**src/rtl/wb_write_scheduler.sv**
```systemverilog
// Writeback scheduler: two ALU lanes plus a buffered load stream
// share the register file's two write ports.
module wb_write_scheduler #(
  parameter int DATA_W       = 32,
  parameter int ADDR_W       = 5,
  parameter int DEPTH        = 4,
  parameter int STARVE_LIMIT = 3
) (
  input  logic                     clock,
  input  logic                     reset,
  input  logic                     alu1_valid,
  input  logic [ADDR_W-1:0]        alu1_dest,
  input  logic [DATA_W-1:0]        alu1_data,
  input  logic                     alu2_valid,
  input  logic [ADDR_W-1:0]        alu2_dest,
  input  logic [DATA_W-1:0]        alu2_data,
  output logic                     alu_ready,
  input  logic                     mem_valid,
  input  logic [ADDR_W-1:0]        mem_dest,
  input  logic [DATA_W-1:0]        mem_data,
  output logic                     mem_ready,
  output logic [1:0]               wr_enable,
  output logic [ADDR_W-1:0]        wr_dest1,
  output logic [ADDR_W-1:0]        wr_dest2,
  output logic [DATA_W-1:0]        wr_data1,
  output logic [DATA_W-1:0]        wr_data2,
  output logic                     starve_active,
  output logic [$clog2(DEPTH):0]   fifo_count
);

  localparam int PW = $clog2(DEPTH);
  localparam int CW = PW + 1;
  localparam int SW = $clog2(STARVE_LIMIT + 1);

  logic [ADDR_W-1:0] q_dest [DEPTH];
  logic [DATA_W-1:0] q_data [DEPTH];
  logic [DEPTH-1:0]  q_kill;
  logic [PW-1:0]     rd_ptr;
  logic [PW-1:0]     wr_ptr;
  logic [SW-1:0]     starve_cnt;
  logic [SW:0]       cnt_inc;

  logic              acc1, acc2;
  logic              kill1, kill2;
  logic              push, pop1, pop2;
  logic              busy;
  logic [1:0]        n_pop;
  logic [PW-1:0]     h0, h1, hp2;
  logic [DEPTH-1:0]  hit_q;
  logic              hit_mem;
  logic [1:0]        n_en;
  logic [ADDR_W-1:0] n_dest1, n_dest2;
  logic [DATA_W-1:0] n_data1, n_data2;

  assign alu_ready = !starve_active;
  assign mem_ready = fifo_count < CW'(DEPTH);

  assign acc1  = alu1_valid && alu_ready;
  assign acc2  = alu2_valid && alu_ready;
  assign kill1 = acc1 && (alu1_dest != '0);
  assign kill2 = acc2 && (alu2_dest != '0);
  assign push  = mem_valid && mem_ready && (mem_dest != '0);
  assign busy  = fifo_count != '0;

  // Pops only see entries present at cycle start: no bypass.
  assign pop1  = !acc1 && busy;
  assign pop2  = !acc2 && (acc1 ? busy : (fifo_count >= CW'(2)));
  assign n_pop = {1'b0, pop1} + {1'b0, pop2};
  assign h0    = rd_ptr;
  assign h1    = rd_ptr + PW'(1);
  assign hp2   = pop1 ? h1 : h0;
  assign cnt_inc = {1'b0, starve_cnt} + 1'b1;

  // A younger ALU write cancels any older buffered load to the same reg,
  // including one leaving the FIFO this very cycle.
  always_comb begin
    for (int i = 0; i < DEPTH; i++) begin
      hit_q[i] = (kill1 && q_dest[i] == alu1_dest) ||
                 (kill2 && q_dest[i] == alu2_dest);
    end
    hit_mem = (kill1 && mem_dest == alu1_dest) ||
              (kill2 && mem_dest == alu2_dest);
  end

  always_comb begin
    n_en    = '0;
    n_dest1 = '0;
    n_data1 = '0;
    n_dest2 = '0;
    n_data2 = '0;
    if (acc1) begin
      n_en[0] = (alu1_dest != '0) &&
                !(acc2 && alu1_dest == alu2_dest);
      n_dest1 = alu1_dest;
      n_data1 = alu1_data;
    end else if (pop1) begin
      n_en[0] = !q_kill[h0] && !hit_q[h0];
      n_dest1 = q_dest[h0];
      n_data1 = q_data[h0];
    end
    if (acc2) begin
      n_en[1] = alu2_dest != '0;
      n_dest2 = alu2_dest;
      n_data2 = alu2_data;
    end else if (pop2) begin
      n_en[1] = !q_kill[hp2] && !hit_q[hp2];
      n_dest2 = q_dest[hp2];
      n_data2 = q_data[hp2];
    end
  end

  always_ff @(posedge clock) begin
    if (!reset) begin
      for (int i = 0; i < DEPTH; i++) begin
        q_dest[i] <= '0;
        q_data[i] <= '0;
      end
      q_kill        <= '0;
      rd_ptr        <= '0;
      wr_ptr        <= '0;
      fifo_count    <= '0;
      starve_cnt    <= '0;
      starve_active <= 1'b0;
      wr_enable     <= '0;
      wr_dest1      <= '0;
      wr_dest2      <= '0;
      wr_data1      <= '0;
      wr_data2      <= '0;
    end else begin
      for (int i = 0; i < DEPTH; i++) begin
        if (hit_q[i]) q_kill[i] <= 1'b1;
      end
      if (push) begin
        q_dest[wr_ptr] <= mem_dest;
        q_data[wr_ptr] <= mem_data;
        q_kill[wr_ptr] <= hit_mem;
        wr_ptr         <= wr_ptr + PW'(1);
      end
      rd_ptr     <= rd_ptr + PW'(n_pop);
      fifo_count <= fifo_count + CW'(push) - CW'(n_pop);
      if (!busy || n_pop != '0) begin
        starve_cnt    <= '0;
        starve_active <= 1'b0;
      end else begin
        if (starve_cnt != SW'(STARVE_LIMIT)) starve_cnt <= cnt_inc[SW-1:0];
        starve_active <= cnt_inc >= (SW+1)'(STARVE_LIMIT);
      end
      wr_enable <= n_en;
      wr_dest1  <= n_dest1;
      wr_dest2  <= n_dest2;
      wr_data1  <= n_data1;
      wr_data2  <= n_data2;
    end
  end

endmodule

```
**config.mk**
```make
export PLATFORM = sky130hd
export DESIGN_NAME = wb_write_scheduler
export DESIGN_NICKNAME = d
export VERILOG_FILES = /design/src/rtl/wb_write_scheduler.sv
export SDC_FILE = /design/constraint.sdc
export NUM_CORES = 1
export LEC_CHECK = 0
export ABC_AREA = 1
export CAP_MARGIN = 20
export CORE_UTILIZATION = 54
export CTS_BUF_LIST = sky130_fd_sc_hd__clkbuf_8 sky130_fd_sc_hd__clkbuf_16
export DETAILED_ROUTE_END_ITERATION = 12
export PLACE_DENSITY = 0.82
export SLEW_MARGIN = 40
export SYNTH_ARGS = -nofsm -noshare
export SYNTH_HDL_FRONTEND = slang
export SYNTH_SLANG_ARGS = --single-unit
```
**constraint.sdc**
```tcl
create_clock -name clock -period 6.6 [get_ports clock]
set_clock_uncertainty 0.15 [all_clocks]
set_input_delay 1.65 -clock clock [delete_from_list [all_inputs] [get_ports clock]]
set_output_delay 1.65 -clock clock [all_outputs]
set_load 0.03 [all_outputs]
```
== Yosys cells after proc, flatten, opt, wreduce, memory -nomap -nowiden ==
Memory sizes are Yosys's and may differ from the RTL's. A register that Yosys moved wholly into a read port is not among the register bits.
Cells that the tools add are included.

* Add/subtract/negate cells: 7
* Equality and inequality tests: 12
* Order comparisons: 7
* Muxes and demuxes: 46
* Reductions and logical operators: 46
* Bitwise operators: 1

{| class="wikitable"
|+ Operators with widths
! operator !! count
|-
| $mux W32 || 5
|-
| $eq A5 B5 Y1 || 11
|-
| $reduce_or A32 Y1 || 1
|-
| $mux W5 || 5
|-
| $mux W1 || 24
|-
| $logic_and A1 B1 Y1 || 23
|-
| $reduce_bool A5 Y1 || 3
|-
| $mux W2 || 5
|-
| $logic_not A1 Y1 || 9
|-
| $lt A2 B3 Y1 const B || 3
|-
| $bmux W1 S2 || 4
|-
| $ge A3 B2 Y1 const B || 2
|-
| $logic_or A1 B1 Y1 || 6
|-
| $reduce_or A5 Y1 || 1
|-
| $add A2 B1 Y2 const B || 2
|-
| $bwmux W4 || 1
|-
| $mux W4 || 1
|-
| $add A2 B1 Y3 const B || 1
|-
| $add A3 B1 Y3 || 1
|-
| $lt A3 B3 Y1 const B || 1
|-
| $reduce_bool A3 Y1 || 1
|-
| $sub A3 B2 Y3 || 1
|-
| $add A1 B1 Y2 || 1
|-
| $add A2 B2 Y2 || 1
|-
| 6 further kinds || 6
|}

* Memories: 2
* Register bits after elaboration: 90
* Word-level logic and storage cells: 132
* Output and inout port bits: 82
* Memory bits (writable): 148

{| class="wikitable"
|+ Memories
! memory !! words !! bits a word !! rd ports !! clocked after memory_dff !! wr ports !! line !! text
|-
| q_data || 4 || 32 || 2 || 1 || 4 || 36 || <nowiki>logic [DATA_W-1:0] q_data [DEPTH];</nowiki>
|-
| q_dest || 4 || 5 || 6 || 1 || 4 || 35 || <nowiki>logic [ADDR_W-1:0] q_dest [DEPTH];</nowiki>
|}

== Depth between registers and ports, before layout ==
* Depth after elaboration: 11
* Mapped depth: 16
* Depth with buffers taken out: 15

== Worst setup path before layout ==
OpenSTA, ideal clock, no wires.

* Path type: input port to flip-flop
* From: input port mem_dest[2]
* To: memory q_data[3][0] (enable)
* Buffers on the path: 0
* Data arrival time: 4823 ps
* Required time: 5973 ps
* Slack: 1149 ps
* Stages on the path: 7
* Cell sequence: nor3_1 > nand3_1 > nand2_2 > nor2_4 > inv_2 > nor2_4 > nor3_1

{| class="wikitable"
|+ RTL lines
! what !! line !! text
|-
| start: declaration || 19 || <nowiki>input logic [ADDR_W-1:0] mem_dest,</nowiki>
|-
| end: declaration || 36 ||
|}

== Worst setup path in the final report ==
* From: input port alu1_valid
* To: register fifo_count[2]

* Word-level cells in the longest chain between the ends: 5

{| class="wikitable"
|+ Ends and longest elaborated chain
! what !! line !! text
|-
| start: declaration || 11 || <nowiki>input logic alu1_valid,</nowiki>
|-
| $logic_and A1 B1 Y1 (*) || 58 || <nowiki>assign acc1 = alu1_valid && alu_ready;</nowiki>
|-
| $mux W1 / $logic_not A1 Y1 (equally long branches) || 67, 66 ||
|-
| $logic_and A1 B1 Y1, on equally long branches || 67, 66 ||
|-
| $add A1 B1 Y2 (*) || 68 || <nowiki>assign n_pop = {1'b0, pop1} + {1'b0, pop2};</nowiki>
|-
| $sub A3 B2 Y3 (*) || 140 || <nowiki>fifo_count <= fifo_count + CW'(push) - CW'(n_pop);</nowiki>
|-
| end signal: assignment || 140 ||
|-
| end: declaration || 28 || <nowiki>output logic [$clog2(DEPTH):0] fifo_count</nowiki>
|}

Mark *: on every way between the ends. The rest lies on a longest branch, timed or not.
A chain may end at the register's enable or synchronous reset.

==> flow_metrics.py <==
metrics = {
    "status": {
        "status": "completed",
    },
    "synthesis": {
        "ys_warn_count": 0,
        "muxShareOfSynthArea_pct": 0,
        "synth_top_family_by_area": "simple AND/OR/NAND/NOR gates",
        "synth.distinct_cells": 32,
        "synth_compound_area_share_pct": 6.27,
        "synth_fp_nets": 1611,
        "synth-xor-area-share_pct": 2.35,
        "synth.avg_cell_area_um2": 8.05,
        "synth_ff_type": "edfxtp_1",
        "synth_top_cell_by_area": "edfxtp_1",
        "synth_edf_count": 148,
        "synth_top_area_share_pct": 37.3,
        "synth_seq_cells": 238,
        "syn-instance-count": 1481,
        "synthArstFlopShare_pct": 0,
        "syn_area_um2": 11900,
        "synthAdderAreaFrac_pct": 1.53,
        "synthTopCellsByCount": "nand2_1 (435), nand3_1 (228), nor2_1 (179), edfxtp_1 (148), a21oi_1 (96)",
        "synthSimpleGateAreaFrac_pct": 30.1,
        "ys_seq_area_share_pct": 52.4,
        "yosysMostFrequentCell": "nand2_1",
        "yosys-top-cells-area": "edfxtp_1 (37%), dfxtp_1 (15%), nand2_1 (14%), nand3_1 (9.6%), nor2_1 (5.6%)",
    },
    "finish": {
        "stdcell_area_um2": 14700,
        "final_nets": 1750,
        "drive_gt1_share_pct": 5.00,
        "n_antenna_cell": 0,
        "syn_to_final_growth_pct": 23.5,
    },
    "global_route": {
        "grt_start_max_net_pins": 84,
        "grt_pass1_vias": 10300,
        "antenna_found_initial": 0,
        "track_usage_pct": 31.1,
        "overflow": 0,
        "grt_first_pass_wirelength_um": 54400,
    },
    "setup_path": {
        "critPathKind": "input port to flop",
        "startpoint_type": "input port",
        "critPathLaunch": "alu1_valid",
        "endpoint_kind": "flop",
        "timing.rr.start": "h0[0]",
        "rrSetupSlack_ns": 2.87,
        "cp_max_fo": 39,
        "critPathRequiredTime_ns": 6.91,
        "arrival_ns": 4.79,
    },
    "place": {
        "placed_cell_area_um2": 13900,
        "place_ws_ns": 1.55,
        "gp_congestion": 0.934,
        "io_buffers": 197,
        "hpwl_um": 21100,
    },
    "pwr": {
        "powerDensity_nw_per_um2": 362,
        "power.leakage_nw": 6.11,
        "irDropWorstVdd_uv": 254,
    },
    "timing": {
        "fin_crit_sh_pct": 67.8,
        "setup-tns-final_ns": 0,
        "drv_slew": 0,
        "layout_setup_ws_ns": 2.12,
        "max_slew_margin_pct": 41.6,
        "setup_violations": 0,
        "fmax_mhz": 223,
        "hold_viol": 0,
        "finalCriticalPeriod_ns": 4.48,
        "rsz0062_at_grt": "no",
        "tightest_slew_ns": 0.874,
    },
    "route": {
        "via_per_inst": 5.70,
        "wl_per_cell_um": 18.3,
        "detail_route.iter0.violations": 1260,
        "drc": 0,
        "ant_nets": 0,
        "wirelength_um": 35000,
        "num_vias": 10900,
        "drt_pass1_iterations": 6,
    },
    "clock_network": {
        "cts_max_level": 1,
        "clock-sinks": 238,
        "postCtsResizedCells": 0,
        "cts_setup_buffers": 0,
        "insertion_delay_ns": 0.53,
        "clkTransAtPathRegs_ns": 0.06,
        "ctsHoldBuffers": 0,
        "cts_tree": "built",
        "clockBufferDepth": 3,
        "cts_root_buf": "clkbuf_16",
        "numCtsBuffers": 25,
    },
    "floorplan": {
        "ios": 198,
        "chipHeight_um": 151,
        "dieWidth_um": 151,
        "dieArea_um2": 22700,
        "core_um2": 21400,
        "rows": 53,
        "start_util_pct": 55.8,
    },
    "min_path": {
        "min-delay-path-class": "flop to flop",
        "worstHoldStart": "fifo_count[2]",
    },
    "run": {
        "drv_cap": 0,
    },
}
cell usage in the layout (no fill, tap or decap), types with 8 or more instances in the layout:
cell	count
nand2_1	429
clkbuf_16	25
a21oi_1	96
inv_1	87
nor2_1	178
xor2_1	25
edfxtp_1	148
buf_4	12
o21ai_0	25
dfxtp_1	88
clkinv_1	8
o211ai_1	11
ha_1	13
nand3_1	228
clkdlybuf4s50_1	197
layer usage:
metal	GRT usage [%]	wire (um)	vias up
met5	0	0	-
met2	53.2	17100	679
met1	39.8	13100	5018
met4	12.9	1210	0
met3	3.94	3570	99
li1	-	-	5120
registers in the layout, summed over array words and instances (netlist names), 3 cells and up:
name,flops
wr_data2,32
q_data,128
wr_dest1,5
fifo_count,3
wr_data1,32
wr_dest2,5
q_dest,20
q_kill,4
report_power, final:
part | switching, W | total [W] | internal [W]
clock network | 0.000581 | 0.00140 | 0.000818
registers | 0.000147 | 0.00197 | 0.00182
logic | 0.00133 | 0.00197 | 0.000635
total | 0.00206 | 0.00533 | 0.00327
area by class of cell:
cell class / count / area, um2
timing repair buffer: 212 / 2100
clock inverter: 20 / 176
tap: 275 / 344
clock buffer: 26 / 639
multi-input combinational: 1050 / 4860
sequential: 238 / 6250
inverter: 93 / 352
fill: 1652 / 6630
worst paths after layout:
path | to | cells after the start
max | fifo_count[2] | 16
min | fifo_count[2] | 1
max reg2reg | wr_enable[1] | 13
min reg2reg | fifo_count[2] | 1
cells by family (layout without fill, tap and decap cells):
group / count (synthesis) / after routing
flip-flops: 238 / 238
buffers and inverters: 193 / 351
adder cells (fa/ha/maj): 14 / 14
AND/OR/NAND/NOR: 863 / 863
XOR/XNOR: 32 / 32
AO/OA/AOI/OAI: 141 / 141
through the flow:
step	std cells	total power (W)	utilization [%]	hold WS, ns
after floorplan	1481	0.00331	-	0.344
after global placement	1867	0.00386	64.9	0.362
after detailed placement	1868	0.00391	65.1	0.366
after CTS	1914	0.00530	68.9	0.381
after global routing	1914	0.00558	69.0	0.401
final	1914	0.00533	69.0	0.400
worst max-delay path, cell delays in order:
cell             delay, ns
clkdlybuf4s50_1       0.46
nand2_1               0.14
clkinv_1              0.09
nor3_1                0.06
nor2_4                0.08
buf_4                 0.46
inv_1                 0.14
ha_1                  0.35
ha_1                  0.27
inv_1                 0.06
ha_1                  0.13
inv_1                 0.05
fa_1                  0.43
xor2_1                0.17
o21ai_0               0.09
a21oi_1               0.15
No activity file was read; power rests on OpenSTA's default activity.
